## src/rtl/rr_sched_pkg.sv

```systemverilog
// rr_sched_pkg: state encodings and the round-robin pick function shared by the scheduler
package rr_sched_pkg;
  localparam logic [1:0] ST_IDLE  = 2'b00;
  localparam logic [1:0] ST_GRANT = 2'b01;
  localparam logic [1:0] ST_TURN  = 2'b10;
  localparam int MAX_N = 8;
  typedef struct packed {
    logic       valid;
    logic [2:0] idx;
  } pick_t;
  // first requester found searching last_id+1, last_id+2, ... modulo n; last_id itself is tried last
  function automatic pick_t rr_pick(input logic [MAX_N-1:0] req, input logic [2:0] last_id, input int n);
    pick_t p;
    int c;
    p = '0;
    for (int k = 1; k <= MAX_N; k++) begin
      c = (int'(last_id) + k) % n;
      if (k <= n && !p.valid && req[c]) begin
        p.valid = 1'b1;
        p.idx   = 3'(c);
      end
    end
    return p;
  endfunction
endpackage

```

## src/rtl/rr_priority_pick.sv

```systemverilog
// rr_priority_pick: combinational rotate-and-priority-encode of req starting after last_id
module rr_priority_pick
  import rr_sched_pkg::*;
#(
  parameter int N_REQ = 3,
  parameter int ID_W  = 2
) (
  input  logic [N_REQ-1:0] i_req,
  input  logic [ID_W-1:0]  i_last_id,
  output logic             o_valid,
  output logic [ID_W-1:0]  o_idx
);
  pick_t w_pick;
  assign w_pick  = rr_pick(MAX_N'(i_req), 3'(i_last_id), N_REQ);
  assign o_valid = w_pick.valid;
  assign o_idx   = ID_W'(w_pick.idx);
endmodule

```

## src/rtl/rr_grant_sched.sv

```systemverilog
// rr_grant_sched: round-robin owner scheduler with bounded hold and one-cycle turnaround
module rr_grant_sched
  import rr_sched_pkg::*;
#(
  parameter int N_REQ    = 3,
  parameter int MAX_HOLD = 4,
  parameter int ID_W     = 2
) (
  input  logic             clk,
  input  logic             rst_n,
  input  logic [N_REQ-1:0] req,
  input  logic [N_REQ-1:0] done,
  output logic [N_REQ-1:0] grant,
  output logic [ID_W-1:0]  grant_id,
  output logic             busy,
  output logic             preempt,
  output logic [1:0]       state_out
);
  localparam int HW = MAX_HOLD > 1 ? $clog2(MAX_HOLD) : 1;
  localparam logic [HW-1:0] HOLD_TOP = HW'(MAX_HOLD - 1);
  logic [1:0]       r_state, w_state_nxt;
  logic [N_REQ-1:0] r_grant;
  logic [ID_W-1:0]  r_grant_id, r_last_id, w_pick_id;
  logic [HW-1:0]    r_hold_cnt;
  logic             r_preempt, w_pick_valid, w_in_grant, w_release, w_preempt, w_ok;
  assign w_in_grant = r_state == ST_GRANT;
  rr_priority_pick #(.N_REQ(N_REQ), .ID_W(ID_W)) u_pick (
    .i_req     (req),
    .i_last_id (r_last_id),
    .o_valid   (w_pick_valid),
    .o_idx     (w_pick_id)
  );
  // next state: release beats preempt, and preempt needs a full hold window with someone waiting
  always_comb begin
    w_release   = w_in_grant && ((|(done & r_grant)) || !(|(req & r_grant)));
    w_preempt   = w_in_grant && !w_release && (r_hold_cnt == HOLD_TOP) && (|(req & ~r_grant));
    w_state_nxt = (r_state == ST_IDLE || r_state == ST_TURN) ? (w_pick_valid ? ST_GRANT : ST_IDLE) :
                  w_in_grant ? ((w_release || w_preempt) ? ST_TURN : ST_GRANT) : ST_IDLE;
  end
  // state and owner registers; a new owner is loaded only when entering GRANT
  always_ff @(posedge clk) begin
    if (!rst_n) begin
      r_state    <= ST_IDLE;
      r_grant    <= '0;
      r_grant_id <= '0;
      r_hold_cnt <= '0;
      r_last_id  <= ID_W'(N_REQ - 1);
      r_preempt  <= 1'b0;
    end else begin
      r_state   <= w_state_nxt;
      r_preempt <= w_preempt;
      if (w_state_nxt == ST_GRANT && !w_in_grant) begin
        r_grant    <= N_REQ'(1) << w_pick_id;
        r_grant_id <= w_pick_id;
        r_hold_cnt <= '0;
        r_last_id  <= w_pick_id;
      end else if (w_state_nxt == ST_GRANT) begin
        r_hold_cnt <= (r_hold_cnt == HOLD_TOP) ? r_hold_cnt : r_hold_cnt + HW'(1);
      end else begin
        r_grant    <= '0;
        r_grant_id <= '0;
        r_hold_cnt <= '0;
      end
    end
  end
  // outputs forced quiet if the state register ever holds the unused encoding
  always_comb begin
    w_ok      = r_state != 2'b11;
    grant     = w_ok ? r_grant : '0;
    grant_id  = w_ok ? r_grant_id : '0;
    busy      = w_in_grant;
    preempt   = w_ok ? r_preempt : 1'b0;
    state_out = r_state;
  end
endmodule

```

## config.mk

```make
export PLATFORM = sky130hd
export DESIGN_NAME = rr_grant_sched
export DESIGN_NICKNAME = d
export VERILOG_FILES = /design/src/rtl/rr_sched_pkg.sv /design/src/rtl/rr_priority_pick.sv /design/src/rtl/rr_grant_sched.sv
export SDC_FILE = /design/constraint.sdc
export NUM_CORES = 1
export LEC_CHECK = 0
export BUFFER_PORTS_ARGS = -buffer_cell sky130_fd_sc_hd__buf_4
export CAP_MARGIN = 20
export CORE_UTILIZATION = 35
export CTS_BUF_LIST = sky130_fd_sc_hd__clkbuf_8 sky130_fd_sc_hd__clkbuf_16
export CTS_CLUSTER_SIZE = 14
export DETAILED_ROUTE_END_ITERATION = 10
export GPL_ROUTABILITY_DRIVEN = 0
export GPL_TIMING_DRIVEN = 1
export PLACE_DENSITY = 0.61
export SLEW_MARGIN = 20
export SYNTH_ARGS = -nofsm -noshare
export SYNTH_HDL_FRONTEND = slang
export SYNTH_SLANG_ARGS = --single-unit
```

## constraint.sdc

```tcl
create_clock -name clk -period 4.7 [get_ports clk]
set_input_delay 0.235 -clock clk [delete_from_list [all_inputs] [get_ports clk]]
set_output_delay 0.235 -clock clk [all_outputs]
set_load 0.05 [all_outputs]
```

==> report_table.html <==
<table>
<tr><th>Metric</th><th>Value</th></tr>
<tr><th colspan="2">GRT</th></tr>
<tr><td>Pin count of the biggest net entering global routing</td><td>10</td></tr>
<tr><td>Vias in the first global route</td><td>approximately 660</td></tr>
<tr><td>Number of antenna violations at the first check in global routing</td><td>0</td></tr>
<tr><td>Global-route wire length before repair</td><td>2970 µm</td></tr>
<tr><td>Global route overflow</td><td>0</td></tr>
<tr><td>Total routing usage reported by global routing</td><td>between 15 and 20%</td></tr>
<tr><th colspan="2">Yosys</th></tr>
<tr><td>Most area-consuming cells after synthesis</td><td>sky130_fd_sc_hd__dfxtp_1 28%, sky130_fd_sc_hd__ha_1 12%, sky130_fd_sc_hd__mux2i_1 5.9%, sky130_fd_sc_hd__and2_1 4.4%, sky130_fd_sc_hd__nor2b_1 4.4%</td></tr>
<tr><td>Distinct cell type count after synthesis</td><td>37</td></tr>
<tr><td>Synthesized-area fraction occupied by adder cells</td><td>a little under an eighth</td></tr>
<tr><td>Synthesized-area fraction occupied by ao, oa, aoi and oai cells</td><td>about 23%</td></tr>
<tr><td>Share of synthesized registers carrying an async set or reset</td><td>0%</td></tr>
<tr><td>Fraction of synthesized area in multiplexers</td><td>about a tenth</td></tr>
<tr><td>Synthesized-area fraction occupied by and/or/nand/nor cells</td><td>a little under a quarter</td></tr>
<tr><td>Area share of the largest cell type after synthesis</td><td>about 28%</td></tr>
<tr><td>Most instantiated library cell after synthesis</td><td>sky130_fd_sc_hd__dfxtp_1</td></tr>
<tr><td>Commonest cells in the netlist</td><td>12 x sky130_fd_sc_hd__dfxtp_1, 8 x sky130_fd_sc_hd__ha_1, 8 x sky130_fd_sc_hd__nand2_1</td></tr>
<tr><td>Flop and latch count out of synthesis</td><td>12</td></tr>
<tr><td>Number of flops mapped to enable cells by yosys</td><td>0</td></tr>
<tr><td>Synth Flop Type</td><td>sky130_fd_sc_hd__dfxtp_1</td></tr>
<tr><td>Top cell type by total area after synthesis</td><td>sky130_fd_sc_hd__dfxtp_1</td></tr>
<tr><td>Synthesized area</td><td>852 µm²</td></tr>
<tr><td>Main combinational cell family by area after synthesis</td><td>simple AND/OR/NAND/NOR gates</td></tr>
<tr><td>Register area share after synthesis</td><td>between 20% and 30%</td></tr>
<tr><td>Mean instance size in the synthesized netlist</td><td>9.36 µm²</td></tr>
<tr><td>Yosys warns</td><td>0</td></tr>
<tr><td>Xor/xnor share of the synthesized area</td><td>a little over 1%</td></tr>
<tr><td>Number of nets produced by synthesis</td><td>107</td></tr>
<tr><td>Cell count after synthesis</td><td>91</td></tr>
<tr><th colspan="2">Clocking</th></tr>
<tr><td>Post-CTS setup buffers</td><td>0</td></tr>
<tr><td>Clock sinks</td><td>12</td></tr>
<tr><td>Maximum count of clock buffers along a single path</td><td>2</td></tr>
<tr><td>Clock insertion delay at the later pin of the skew report</td><td>between 200 and 250 ps</td></tr>
<tr><td>TritonCTS Buffers</td><td>3</td></tr>
<tr><td>Root Buffer Master</td><td>sky130_fd_sc_hd__clkbuf_8</td></tr>
<tr><td>H-tree depth reported by CTS</td><td>1</td></tr>
<tr><td>Clock edge transition at the registers on the reported setup and hold paths</td><td>50 ps</td></tr>
<tr><td>Number of hold buffers added after cts</td><td>0</td></tr>
<tr><td>CTS tree</td><td>done</td></tr>
<tr><td>Resize count post-CTS</td><td>0</td></tr>
<tr><th colspan="2">Cells and area</th></tr>
<tr><td>Utilization after layout</td><td>around 47%</td></tr>
<tr><td>Synth-to-Final Area Change</td><td>23.3%</td></tr>
<tr><td>Layout cells sized above 1</td><td>around 25%</td></tr>
<tr><td>Final-stage net count</td><td>127</td></tr>
<tr><td>Total of fill cells in the finished design</td><td>224</td></tr>
<tr><td>Diodes inserted</td><td>0</td></tr>
<tr><td>Filler-free cell count of the finished design</td><td>~140</td></tr>
<tr><th colspan="2">Timing</th></tr>
<tr><td>Setup-failing EPs final</td><td>0</td></tr>
<tr><td>RSZ-0062 raised after global routing</td><td>false</td></tr>
<tr><td>Final Hold Fails</td><td>0</td></tr>
<tr><td>Worst slew pin tran</td><td>slightly above 400 ps</td></tr>
<tr><td>Part of the cycle the worst path needs</td><td>around half</td></tr>
<tr><td>Skew final</td><td>roughly 3.3 ps</td></tr>
<tr><td>Slew Limit Fails</td><td>0</td></tr>
<tr><td>Highest clock frequency the design can meet</td><td>~430 MHz</td></tr>
<tr><td>Post-route setup TNS</td><td>0 ps</td></tr>
<tr><td>Relative slew slack</td><td>between 70% and 80%</td></tr>
<tr><td>Final hold slack</td><td>209 ps</td></tr>
<tr><td>Final Critical Period</td><td>2300 ps</td></tr>
<tr><th colspan="2">Route</th></tr>
<tr><td>Via/cell ratio</td><td>~5.2</td></tr>
<tr><td>Final routed wirelength across all metal layers</td><td>~1700 µm</td></tr>
<tr><td>Drt first pass iters</td><td>4</td></tr>
<tr><td>Residual antenna-violating net count after detailed routing</td><td>0</td></tr>
<tr><td>Violation count after the first detailed-routing iteration</td><td>11</td></tr>
<tr><td>Total number of vias</td><td>roughly 700</td></tr>
<tr><td>Wire per inst</td><td>between 10 and 15 µm</td></tr>
<tr><td>Drc violations</td><td>0</td></tr>
<tr><th colspan="2">Critical path</th></tr>
<tr><td>Setup slack on the worst flop-to-flop path</td><td>between 2000 and 2500 ps</td></tr>
<tr><td>Worst Setup Start Kind</td><td>flip-flop</td></tr>
<tr><td>Arrival time worst endpoint</td><td>2440 ps</td></tr>
<tr><td>Launch point of the worst path</td><td>r_last_id[0]</td></tr>
<tr><td>Required time of the worst setup path</td><td>4840 ps</td></tr>
<tr><td>Nature of the critical path endpoint</td><td>flip-flop</td></tr>
<tr><td>Startpoint of the worst-slack reg-to-reg timing path</td><td>r_last_id[0]</td></tr>
<tr><td>Worst Setup Path Type</td><td>flip-flop to flip-flop</td></tr>
<tr><td>Maximum fanout count along the critical path</td><td>9</td></tr>
<tr><th colspan="2">Worst hold path</th></tr>
<tr><td>Worst Min Path Start</td><td>rst_n</td></tr>
<tr><td>Hold Crit Class</td><td>primary input to flip-flop</td></tr>
<tr><th colspan="2">Floorplan</th></tr>
<tr><td>Number of core rows</td><td>17</td></tr>
<tr><td>Die Y-Extent</td><td>between 50 and 60 µm</td></tr>
<tr><td>Top-Level Pins</td><td>17</td></tr>
<tr><td>Core outline area</td><td>0.00225 mm²</td></tr>
<tr><td>Die width</td><td>~51 µm</td></tr>
<tr><td>Die area</td><td>around 0.0026 mm²</td></tr>
<tr><td>Starting density of the core</td><td>37.8%</td></tr>
<tr><th colspan="2">Placed design</th></tr>
<tr><td>Number of buffers added on ports</td><td>16</td></tr>
<tr><td>Final HPWL from detailed placement</td><td>roughly 1400 µm</td></tr>
<tr><td>Total instance count after detailed placement</td><td>roughly 130</td></tr>
<tr><th colspan="2">Pwr</th></tr>
<tr><td>Total power per unit cell area</td><td>approximately 700 mW/mm²</td></tr>
<tr><td>Leakage power of the design</td><td>around 0.48 nW</td></tr>
<tr><td>VDD IR-drop max</td><td>between 0.3 and 0.4 mV</td></tr>
<tr><th colspan="2">Outcome</th></tr>
<tr><td>Outcome</td><td>completed</td></tr>
<tr><th colspan="2">Job</th></tr>
<tr><td>Max-cap viol count</td><td>0</td></tr>
</table>
per-stage QoR:
step | total power, W | instance area, µm² | setup WS, ps
after detailed placement | 0.000628 | 996 | 2430
final | 0.000739 | 1050 | 2400
after global placement | 0.000623 | 996 | 2460
after global routing | 0.000797 | 1050 | 2220
after floorplan | 0.000536 | 852 | 2350
after CTS | 0.000745 | 1050 | 2410
kinds of logic after synthesis:
family	Yosys count
simple gates	36
fa+ha+maj	8
compound gates	22
buf+inv	5
mux	7
xor+xnor	1
flops	12
area by class of cell:
type,instances,area (µm²),area share (%)
tap,28,35.0,3.33
clock buffer,4,55.1,5.24
timing repair buffer,16,120,11.4
multi-input combinational,74,586,55.7
inverter,4,15.0,1.43
sequential,12,240,22.9
cells in the final DEF, fill, tap and decap left out, types with 2 or more instances in the layout:
master	instances
sky130_fd_sc_hd__a222oi_1	2
sky130_fd_sc_hd__and2_1	6
sky130_fd_sc_hd__buf_4	16
sky130_fd_sc_hd__clkbuf_8	4
sky130_fd_sc_hd__dfxtp_1	12
sky130_fd_sc_hd__ha_1	8
sky130_fd_sc_hd__inv_1	4
sky130_fd_sc_hd__mux2_4	2
sky130_fd_sc_hd__mux2i_1	5
sky130_fd_sc_hd__nand2_1	8
sky130_fd_sc_hd__nand4_1	2
sky130_fd_sc_hd__nor2_1	5
sky130_fd_sc_hd__nor2b_1	6
sky130_fd_sc_hd__nor3_1	2
sky130_fd_sc_hd__o21ai_0	3
sky130_fd_sc_hd__o21ai_1	2
sky130_fd_sc_hd__o31ai_1	2
worst max-delay path: stages (launching register included):
cell and delay (ps):
sky130_fd_sc_hd__dfxtp_1 410, sky130_fd_sc_hd__inv_1 110, sky130_fd_sc_hd__ha_1 490, sky130_fd_sc_hd__mux2_4 340, sky130_fd_sc_hd__a21oi_2 210, sky130_fd_sc_hd__nand4_1 170, sky130_fd_sc_hd__o22a_1 240, sky130_fd_sc_hd__o221a_1 220
sequential cells by signal, summed over array words and instances, names as in the netlist:
register	count
r_grant	3
r_grant_id	2
r_hold_cnt	2
r_last_id	2
state_out	2
r_preempt	1
layer usage:
layer	global-route usage, %	routed length, µm	up-vias
li1	-	-	367
met1	19.5	866	330
met5	0	0	-
met4	5.41	17	0
met2	24.8	787	12
met3	4.46	67	4
power breakdown:
group          switching, W  internal, W  total, W
registers         0.0000333     0.000132  0.000166
clock network     0.0000396    0.0000741  0.000114
logic              0.000275     0.000185  0.000460
total              0.000348     0.000391  0.000739
path summary, 6_finish.rpt:
kind,end,cells past startpoint
max,r_last_id[0],7
min,r_last_id[1],2
max reg2reg,r_last_id[0],7
min reg2reg,r_grant_id[0],2
No activity file was read; power rests on OpenSTA's default activity.
